## src/rtl/calc_pkg.sv

```systemverilog
// Codes shared between the keypad encoder and the calculator ALU, plus the
// keypad scanner state type and small row-pattern helpers.
package calc_pkg;

  localparam logic [2:0] OP_NONE = 3'b000;
  localparam logic [2:0] OP_ADD  = 3'b001;
  localparam logic [2:0] OP_SUB  = 3'b010;
  localparam logic [2:0] OP_MUL  = 3'b011;
  localparam logic [2:0] OP_DIV  = 3'b100;

  localparam logic [3:0] NUM_NONE = 4'hF;

  typedef enum logic [1:0] {
    KP_SCAN,
    KP_DEBOUNCE,
    KP_EMIT,
    KP_RELEASE
  } kp_state_e;

  // True when exactly one active-low row is pulled down.
  function automatic logic single_low(input logic [3:0] rows);
    return rows inside {4'b1110, 4'b1101, 4'b1011, 4'b0111};
  endfunction

  function automatic logic [1:0] low_index(input logic [3:0] rows);
    logic [1:0] idx;
    idx = 2'd0;
    for (int i = 3; i >= 0; i--) begin
      if (!rows[i]) idx = 2'(i);
    end
    return idx;
  endfunction

endpackage

```

## src/rtl/keypad_keymap.sv

```systemverilog
// Combinational decode of a (row, col) keypad position into calculator codes.
module keypad_keymap
  import calc_pkg::*;
(
  input  logic [1:0] row,
  input  logic [1:0] col,
  output logic [3:0] num,
  output logic [2:0] op,
  output logic       is_eq,
  output logic       is_clr
);

  // NOTE: every output gets a default before any branch, so no path can
  // leave a value unassigned and infer a latch.
  always_comb begin
    num    = NUM_NONE;
    op     = OP_NONE;
    is_eq  = 1'b0;
    is_clr = 1'b0;
    if (col == 2'd3) begin
      // Operator column runs ADD, SUB, MUL, DIV top to bottom.
      op = OP_ADD + {1'b0, row};
    end else if (row != 2'd3) begin
      num = ({2'b00, row} * 4'd3) + {2'b00, col} + 4'd1;
    end else begin
      case (col)
        2'd0:    is_clr = 1'b1;
        2'd1:    num    = 4'd0;
        default: is_eq  = 1'b1;
      endcase
    end
  end

endmodule

```

## src/rtl/keypad_encoder.sv

```systemverilog
// 4x4 active-low keypad scanner: column scan, press/release debounce and a
// single registered key event per press in the calculator's button encoding.
module keypad_encoder
  import calc_pkg::*;
#(
  parameter int SCAN_DIV     = 1000,
  parameter int DEBOUNCE_CNT = 4
) (
  input  logic       clk,
  input  logic       clear,
  input  logic [3:0] row_in,
  output logic [3:0] col_out,
  output logic [3:0] button_num,
  output logic [2:0] button_op,
  output logic       equal,
  output logic       clr_key,
  output logic       key_valid
);

  localparam int DIV_W = (SCAN_DIV > 2) ? $clog2(SCAN_DIV) : 1;
  localparam int DEB_W = $clog2(DEBOUNCE_CNT + 1);
  localparam logic [DIV_W-1:0] DIV_LAST = DIV_W'(SCAN_DIV - 1);
  localparam logic [DEB_W-1:0] DEB_LAST = DEB_W'(DEBOUNCE_CNT);

  kp_state_e        state_q, state_d;
  logic [DIV_W-1:0] div_q, div_d;
  logic [1:0]       col_q, col_d;
  logic [3:0]       row_cap_q, row_cap_d;
  logic [DEB_W-1:0] deb_q, deb_d;
  logic [DEB_W-1:0] deb_inc;
  logic [3:0]       col_out_q, col_out_d;
  logic [3:0]       num_q, num_d;
  logic [2:0]       op_q, op_d;
  logic             eq_q, eq_d;
  logic             clr_q, clr_d;
  logic             valid_q, valid_d;
  logic             sample;
  logic             emit_load;

  logic [3:0] map_num;
  logic [2:0] map_op;
  logic       map_eq;
  logic       map_clr;

  // Column is held whenever an event is loaded, so the live row pattern
  // always names the captured key.
  keypad_keymap u_keymap (
    .row    (low_index(row_in)),
    .col    (col_q),
    .num    (map_num),
    .op     (map_op),
    .is_eq  (map_eq),
    .is_clr (map_clr)
  );

  assign sample  = (div_q == DIV_LAST);
  assign deb_inc = deb_q + 1'b1;

  always_comb begin
    state_d   = state_q;
    div_d     = sample ? '0 : div_q + 1'b1;
    col_d     = col_q;
    row_cap_d = row_cap_q;
    deb_d     = deb_q;
    emit_load = 1'b0;

    case (state_q)
      KP_SCAN: begin
        if (sample) begin
          if (single_low(row_in)) begin
            row_cap_d = row_in;
            deb_d     = DEB_W'(1);
            if (DEB_LAST == DEB_W'(1)) begin
              state_d   = KP_EMIT;
              emit_load = 1'b1;
            end else begin
              state_d = KP_DEBOUNCE;
            end
          end else begin
            col_d = col_q + 2'd1;
          end
        end
      end
      KP_DEBOUNCE: begin
        if (sample) begin
          if (row_in == row_cap_q) begin
            deb_d = deb_inc;
            if (deb_inc == DEB_LAST) begin
              state_d   = KP_EMIT;
              emit_load = 1'b1;
            end
          end else begin
            state_d = KP_SCAN;
            col_d   = col_q + 2'd1;
            deb_d   = '0;
          end
        end
      end
      KP_EMIT: begin
        state_d = KP_RELEASE;
        deb_d   = '0;
      end
      default: begin
        // Release counter reuses deb_q: consecutive all-open samples.
        if (sample) begin
          if (row_in == 4'hF) begin
            deb_d = deb_inc;
            if (deb_inc == DEB_LAST) begin
              state_d = KP_SCAN;
              col_d   = 2'd0;
              deb_d   = '0;
            end
          end else begin
            deb_d = '0;
          end
        end
      end
    endcase

    col_out_d = ~(4'b0001 << col_d);
    num_d     = emit_load ? map_num : NUM_NONE;
    op_d      = emit_load ? map_op  : OP_NONE;
    eq_d      = emit_load & map_eq;
    clr_d     = emit_load & map_clr;
    valid_d   = emit_load;
  end

  // NOTE: sequential state uses non-blocking assignments so every flop
  // samples the pre-edge values regardless of statement order.
  always_ff @(posedge clk) begin
    if (clear) begin
      state_q   <= KP_SCAN;
      div_q     <= '0;
      col_q     <= 2'd0;
      row_cap_q <= 4'hF;
      deb_q     <= '0;
      col_out_q <= 4'b1110;
      num_q     <= NUM_NONE;
      op_q      <= OP_NONE;
      eq_q      <= 1'b0;
      clr_q     <= 1'b0;
      valid_q   <= 1'b0;
    end else begin
      state_q   <= state_d;
      div_q     <= div_d;
      col_q     <= col_d;
      row_cap_q <= row_cap_d;
      deb_q     <= deb_d;
      col_out_q <= col_out_d;
      num_q     <= num_d;
      op_q      <= op_d;
      eq_q      <= eq_d;
      clr_q     <= clr_d;
      valid_q   <= valid_d;
    end
  end

  assign col_out    = col_out_q;
  assign button_num = num_q;
  assign button_op  = op_q;
  assign equal      = eq_q;
  assign clr_key    = clr_q;
  assign key_valid  = valid_q;

endmodule

```

## config.mk

```make
export PLATFORM = sky130hd
export DESIGN_NAME = keypad_encoder
export DESIGN_NICKNAME = d
export VERILOG_FILES = /design/src/rtl/calc_pkg.sv /design/src/rtl/keypad_keymap.sv /design/src/rtl/keypad_encoder.sv
export SDC_FILE = /design/constraint.sdc
export NUM_CORES = 1
export LEC_CHECK = 0
export CORE_MARGIN = 8
export CORE_UTILIZATION = 45
export DETAILED_ROUTE_END_ITERATION = 7
export PLACE_DENSITY = 0.76
export SETUP_SLACK_MARGIN = 0.02
export SLEW_MARGIN = 20
export SYNTH_ARGS = -nofsm -noshare
export SYNTH_HDL_FRONTEND = slang
export SYNTH_SLANG_ARGS = --single-unit
```

## constraint.sdc

```tcl
create_clock -name clk -period 2.54 [get_ports clk]
set_input_delay 0.381 -clock clk [delete_from_list [all_inputs] [get_ports clk]]
set_output_delay 0.381 -clock clk [all_outputs]
set_load 0.02 [all_outputs]
```

* Yosys cells after proc, flatten, opt, wreduce, memory -nomap -nowiden
Index checks and enable logic that the tools add are counted.
** Word-level totals
- Register bits after elaboration :: 35
- Latch bits :: 0
- RAM bits :: 0
- Bits in read-only memories :: 0
- Bits of input ports :: 6
- Output and inout bits :: 14
- Logic and storage cells :: 95
- Memories kept :: 0
** Operators by class
- Add/sub/neg operators :: 6
- Multiply operators :: 1
- Div/mod/pow operators :: 0
- Magnitude comparators :: 0
- Equal/unequal tests :: 17
- Shift-type cells :: 1
- Multiplexer cells :: 41
- Bitwise gates (word level) :: 5
- Reduce and logical (&&, ||, !) cells :: 13
** Operators by type and width (number)
- two-way mux 2 bit :: 19
- two-way mux 3 bit :: 7
- == test 4 bit (second input constant) :: 4
- case mux 2 bit (3 select lines) :: 2
- nonzero test 4 bit :: 3
- adder 10 x 1 -> 10 bit (second input constant) :: 1
- == test 10 bit (second input constant) :: 1
- two-way mux 1 bit :: 10
- case mux 3 bit (3 select lines) :: 1
- two-way mux 4 bit :: 2
- != test 2 bit (second input constant) :: 4
- AND reduction 7 bit :: 1
- OR reduction 3 bit :: 2
- adder 4 x 1 -> 4 bit (second input constant) :: 1
- adder 4 x 2 -> 4 bit :: 1
- == test 2 x 1 -> 1 bit (second input constant) :: 2
- == test 2 bit (second input constant) :: 2
- == test 4 x 3 -> 1 bit (second input constant) :: 1
- == test 4 bit :: 1
- logical NOT 2 bit :: 2
- multiplier 2 x 2 -> 4 bit (second input constant) :: 1
- NOT 4 bit :: 1
- AND reduction 4 bit :: 1
- OR reduction 2 bit :: 2
- other kinds (10) :: 12

* Longest topological paths before layout
- Depth after elaboration :: 8
- Gate-level depth with buffers :: 9
- Mapped depth without buffers :: 9

* Modules after synthesis
Synthesis repeated with hierarchy kept, for this count alone.
** Second synthesis, totals
- Cell total of the unflattened synthesis :: 194
- Area, all modules :: 1788.0 µm²
** Modules (own cells, without submodules)
- keypad_encoder :: instances 1, cells an instance 170, area each 1582.8 µm², seq. area each 700.7 µm²
- keypad_keymap :: instances 1, cells an instance 24, area each 205.2 µm², seq. area each 0.0 µm²

* Worst setup path after synthesis
Ideal clock, no wire load.
- Kind :: input to register
- From :: input row_in[1]
- To :: register num_q[3] (netlist: button_num[3])
- Setup time :: 0.125 ns
- Arrival time :: 2.037 ns
- Required time :: 2.415 ns
- Path slack :: 0.379 ns
- Stages on the path :: 9
- Buffers on the path :: 1
- Path through :: buf_4 > a21boi_0 > inv_1 > fa_1 > inv_1 > ha_1 > a21o_1 > a21oi_1 > o21ai_1
** Between the ends
- Word-level cells in the longest chain between the ends :: 6
- Elaborated cells between the ends (all ways) :: 13
- Classes of those cells :: add/sub: 2; mul: 1; eq/ne: 2; mux: 6; bitwise: 1; reduce/logical: 1
** Ends and longest elaborated chain
- start: declaration :: RTL line keypad_encoder.sv:11 : input logic [3:0] row_in,
- two-way mux 2 bit / == test 4 bit (equally long branches) :: RTL line calc_pkg.sv:29, keypad_encoder.sv:86
- two-way mux 2 bit / two-way mux 1 bit (equally long branches) :: RTL line calc_pkg.sv:29, keypad_encoder.sv:86
- multiplier 2 x 2 -> 4 bit / two-way mux 1 bit (equally long branches) :: RTL line keypad_keymap.sv:24, keypad_encoder.sv:85
- adder 4 x 2 -> 4 bit / two-way mux 1 bit (equally long branches) :: RTL line keypad_keymap.sv:24, keypad_encoder.sv:67
- adder 4 x 1 -> 4 bit / NOT 1 bit (equally long branches)
- two-way mux 4 bit / OR reduction 3 bit (equally long branches)
- end signal: assignment :: RTL line keypad_encoder.sv:150 : num_q <= num_d;
- end: declaration :: RTL line keypad_encoder.sv:32 : logic [3:0] num_q, num_d;
Parallel ways exist; a longest one is shown, timed or not.
A chain may end at the register's enable or synchronous reset.

* Worst setup path after layout
- From :: input row_in[3]
- To :: register num_q[3] (netlist: button_num[3])
** Between the ends
- Word-level cells in the longest chain between the ends :: 8
- Elaborated cells between the ends (all ways) :: 15
- Classes of those cells :: add/sub: 2; mul: 1; eq/ne: 2; mux: 8; bitwise: 1; reduce/logical: 1
** Ends and longest elaborated chain
- two-way mux 2 bit (4 in a row) :: RTL line calc_pkg.sv:29 : if (!rows[i]) idx = 2'(i);
- multiplier 2 x 2 -> 4 bit :: RTL line keypad_keymap.sv:24 : num = ({2'b00, row} * 4'd3) + {2'b00, col} + 4'd1;
- adder 4 x 2 -> 4 bit :: RTL line keypad_keymap.sv:24
- adder 4 x 1 -> 4 bit :: RTL line keypad_keymap.sv:24
- two-way mux 4 bit :: RTL line keypad_keymap.sv:23 : end else if (row != 2'd3) begin
Parallel ways exist; a longest one is shown, timed or not.

==> qor.txt <==
Synth Instances -> 195
I/O Buffers -> 19
Metal-1 WL -> 1.555 mm
Max FO, Critical Path -> 2
Final setup viols -> 0
gr usage total -> 11.38%
Clock Latency Late Sink -> 0.29 ns
first-pass GRT wire length -> 5.885 mm
Final period util -> 91.05%
crit path DAT -> 2.48 ns
placed wire-length estimate -> 2.702 mm
Synthesized Nets -> 213
Via Count -> 1454
asr flop ratio synth -> 0%
ant diodes -> 0
CP max stage delay -> 0.49 ns
Seq/Total Area, Yosys -> 37.71%
vias in the first global route -> 1341
status -> complete, no violations
leading cell type in the layout, fill and taps excluded -> dfxtp_1
relative slew slack -> 66.18%
Leak -> 0.9352 nW
hold-fix buffers at CTS -> 0
Highest Signal Layer -> met4
hold depth -> 1
synth top area cells -> dfxtp_1, ha_1, xnor2_1, nor2_1, and3_1
die width -> 80.26 um
crit path cell chain -> clkdlybuf4s50_1, nand2b_1, a21boi_0, inv_1, fa_1, inv_1, ha_1, a21o_1, a21oi_1, o21ai_1
Hold Path Class -> reg -> reg
initial antenna violation count -> 0
die area -> 0.006441 mm2
Design Power -> 1.013 mW
Crit path top cell by count -> inv_1
Final Max Tran Viols -> 0
Finished Core Util -> 55.65%
Final min period -> 2.313 ns
Clock Skew -> 0.005542 ns
worst endpoint required time -> 2.71 ns
worst vdd ir -> 0.0002353 V
area delta synth->final -> 19.80%
CORE AREA -> 0.004000 mm2
TritonCTS buffer count -> 5
CTS Sinks -> 35
metal3 WL -> 188 um
Vias/cell -> 5.268
root buffer cell -> clkbuf_8
worst r2r path cells -> 7
Reg area -> 700.7 um2
power per cell area -> 455.3 mW/mm2
drt wl/cell -> 12.61 um
Post-CTS Setup Bufs -> 0
Critical Path End Type -> flip-flop
Synth cell types -> 57
Initial Utilization -> 46.45%
nets@finish -> 243
Setup WS post-layout -> 0.2273 ns
crit path launch type -> input port
CP Class -> in -> reg
Synth Area per Inst -> 9.528 um2
worst-margin pin slew -> 0.5027 ns
FF+latch count, synth -> 35
Antenna Nets Post-Route -> 0
Site Rows -> 23
Synth Flop Type -> dfxtp_1
RSZ-0062 raised after global routing -> false
Placement Setup Slack -> -0.09959 ns
CTS tree -> done
top cell type's share of synthesized area -> 37.71%
Post-synth EDFFs -> 0
routed wire length on met2 -> 1.653 mm
I/O Pins -> 20
ratio of cells with drive above 1 in the final layout -> 12.83%
clock-pin slew on the worst setup and hold paths -> 0.07 ns
global placer's final weighted congestion -> 0.8246
post-CTS sizing -> 0
Die H -> 80.26 um
Placed Cells incl. Taps -> 268
H-tree Lvls -> 2
Multi-input gate area -> 0.001064 mm2
Max Root-Sink Buffers -> 2
synth warn -> 0
leading area contributor after synthesis -> dfxtp_1
# fillers -> 371
grt ovf -> 0
DRC Markers -> 0
Final Hold Fails -> 0
synthesized cell area -> 0.001858 mm2
Max stage delay cell, worst path -> fa_1
max frequency -> 432.4 MHz
pin count of the biggest net entering global routing -> 13
commonest cells after routing, fill and taps aside -> dfxtp_1, clkdlybuf4s50_1, nor2_1
drt first pass iters -> 4
Min Hold Slack -> 0.4702 ns
Max Cap Viol -> 0
initial DRC count -> 67
fin cells -> 276
Routed Wire Length -> 3.480 mm
[final cells by class]
type	instances	area share (%)
flip-flops and latches	35	31.48
inverters	14	2.361
clock buffers	7	3.429
multi-input cells	140	47.78
repair buffers	29	11.92
well taps	50	2.811
clock inverters	1	0.2248
[cell usage after synthesis (all sizes together) (3+ instances only)]
| cell type | number |
|---|---|
| dfxtp | 35 |
| nor2 | 20 |
| inv | 14 |
| nand2 | 14 |
| and3 | 10 |
| ha | 10 |
| xnor2 | 10 |
| o21ai | 8 |
| nand3 | 7 |
| mux2i | 5 |
| xor2 | 5 |
| a21oi | 4 |
| buf | 3 |
| clkbuf | 3 |
| nand4 | 3 |
| nor2b | 3 |
| nor3 | 3 |
[final timing paths]
kind,startpoint,endpoint,slack [ns]
min reg2reg,div_q[0],div_q[0],0.47
max reg2reg,deb_q[0],button_num[3],0.38
min,div_q[0],div_q[0],0.47
max,row_in[3],button_num[3],0.23
[critical path: cells and delay by family]
kind / cells / cell delay (ns)
buffers and inverters: 3 / 0.59
and+or+nand+nor: 1 / 0.14
AOI/OAI and AO/OA: 4 / 0.61
adders and majority gates: 2 / 0.76
[logic make-up after synthesis]
kind of cell             Yosys count  share of synthesized area (%)
flip-flops                        35                          37.71
AND/OR/NAND/NOR                   76                          24.11
AO/OA/AOI/OAI                     32                          13.67
multiplexers                       5                          2.694
XOR/XNOR                          15                          7.879
buffers and inverters             20                          5.051
adder cells (fa/ha/maj)           12                          8.889
[power by group]
group / total [mW] / leakage (nW) / internal, mW / switching, mW
clock: 0.381 / 0.0422 / 0.192 / 0.189
combinational: 0.0761 / 0.610 / 0.0364 / 0.0397
sequential: 0.556 / 0.283 / 0.553 / 0.00365
[per-layer routing]
metal | track usage [%] | up-vias
met5 | 0 | -
met4 | 5.818 | 0
met3 | 3.013 | 7
met2 | 19.24 | 29
met1 | 12.83 | 667
li1 | - | 751
[metrics by stage]
step / TNS, ns / instance area [um2]
after global routing: 0 / 2226
after detailed placement: -0.1511 / 2145
after floorplan: 0 / 1858
after global placement: -0.01624 / 2145
after CTS: 0 / 2226
final: 0 / 2226
[sequential cells by signal, summed over array words and instances, names as in the netlist, 2 cells and up]
register,flops
div_q,10
state_q,2
col_out,4
deb_q,3
button_op,3
row_cap_q,4
button_num,4
col_q,2
(Power assumes the default switching activity.)
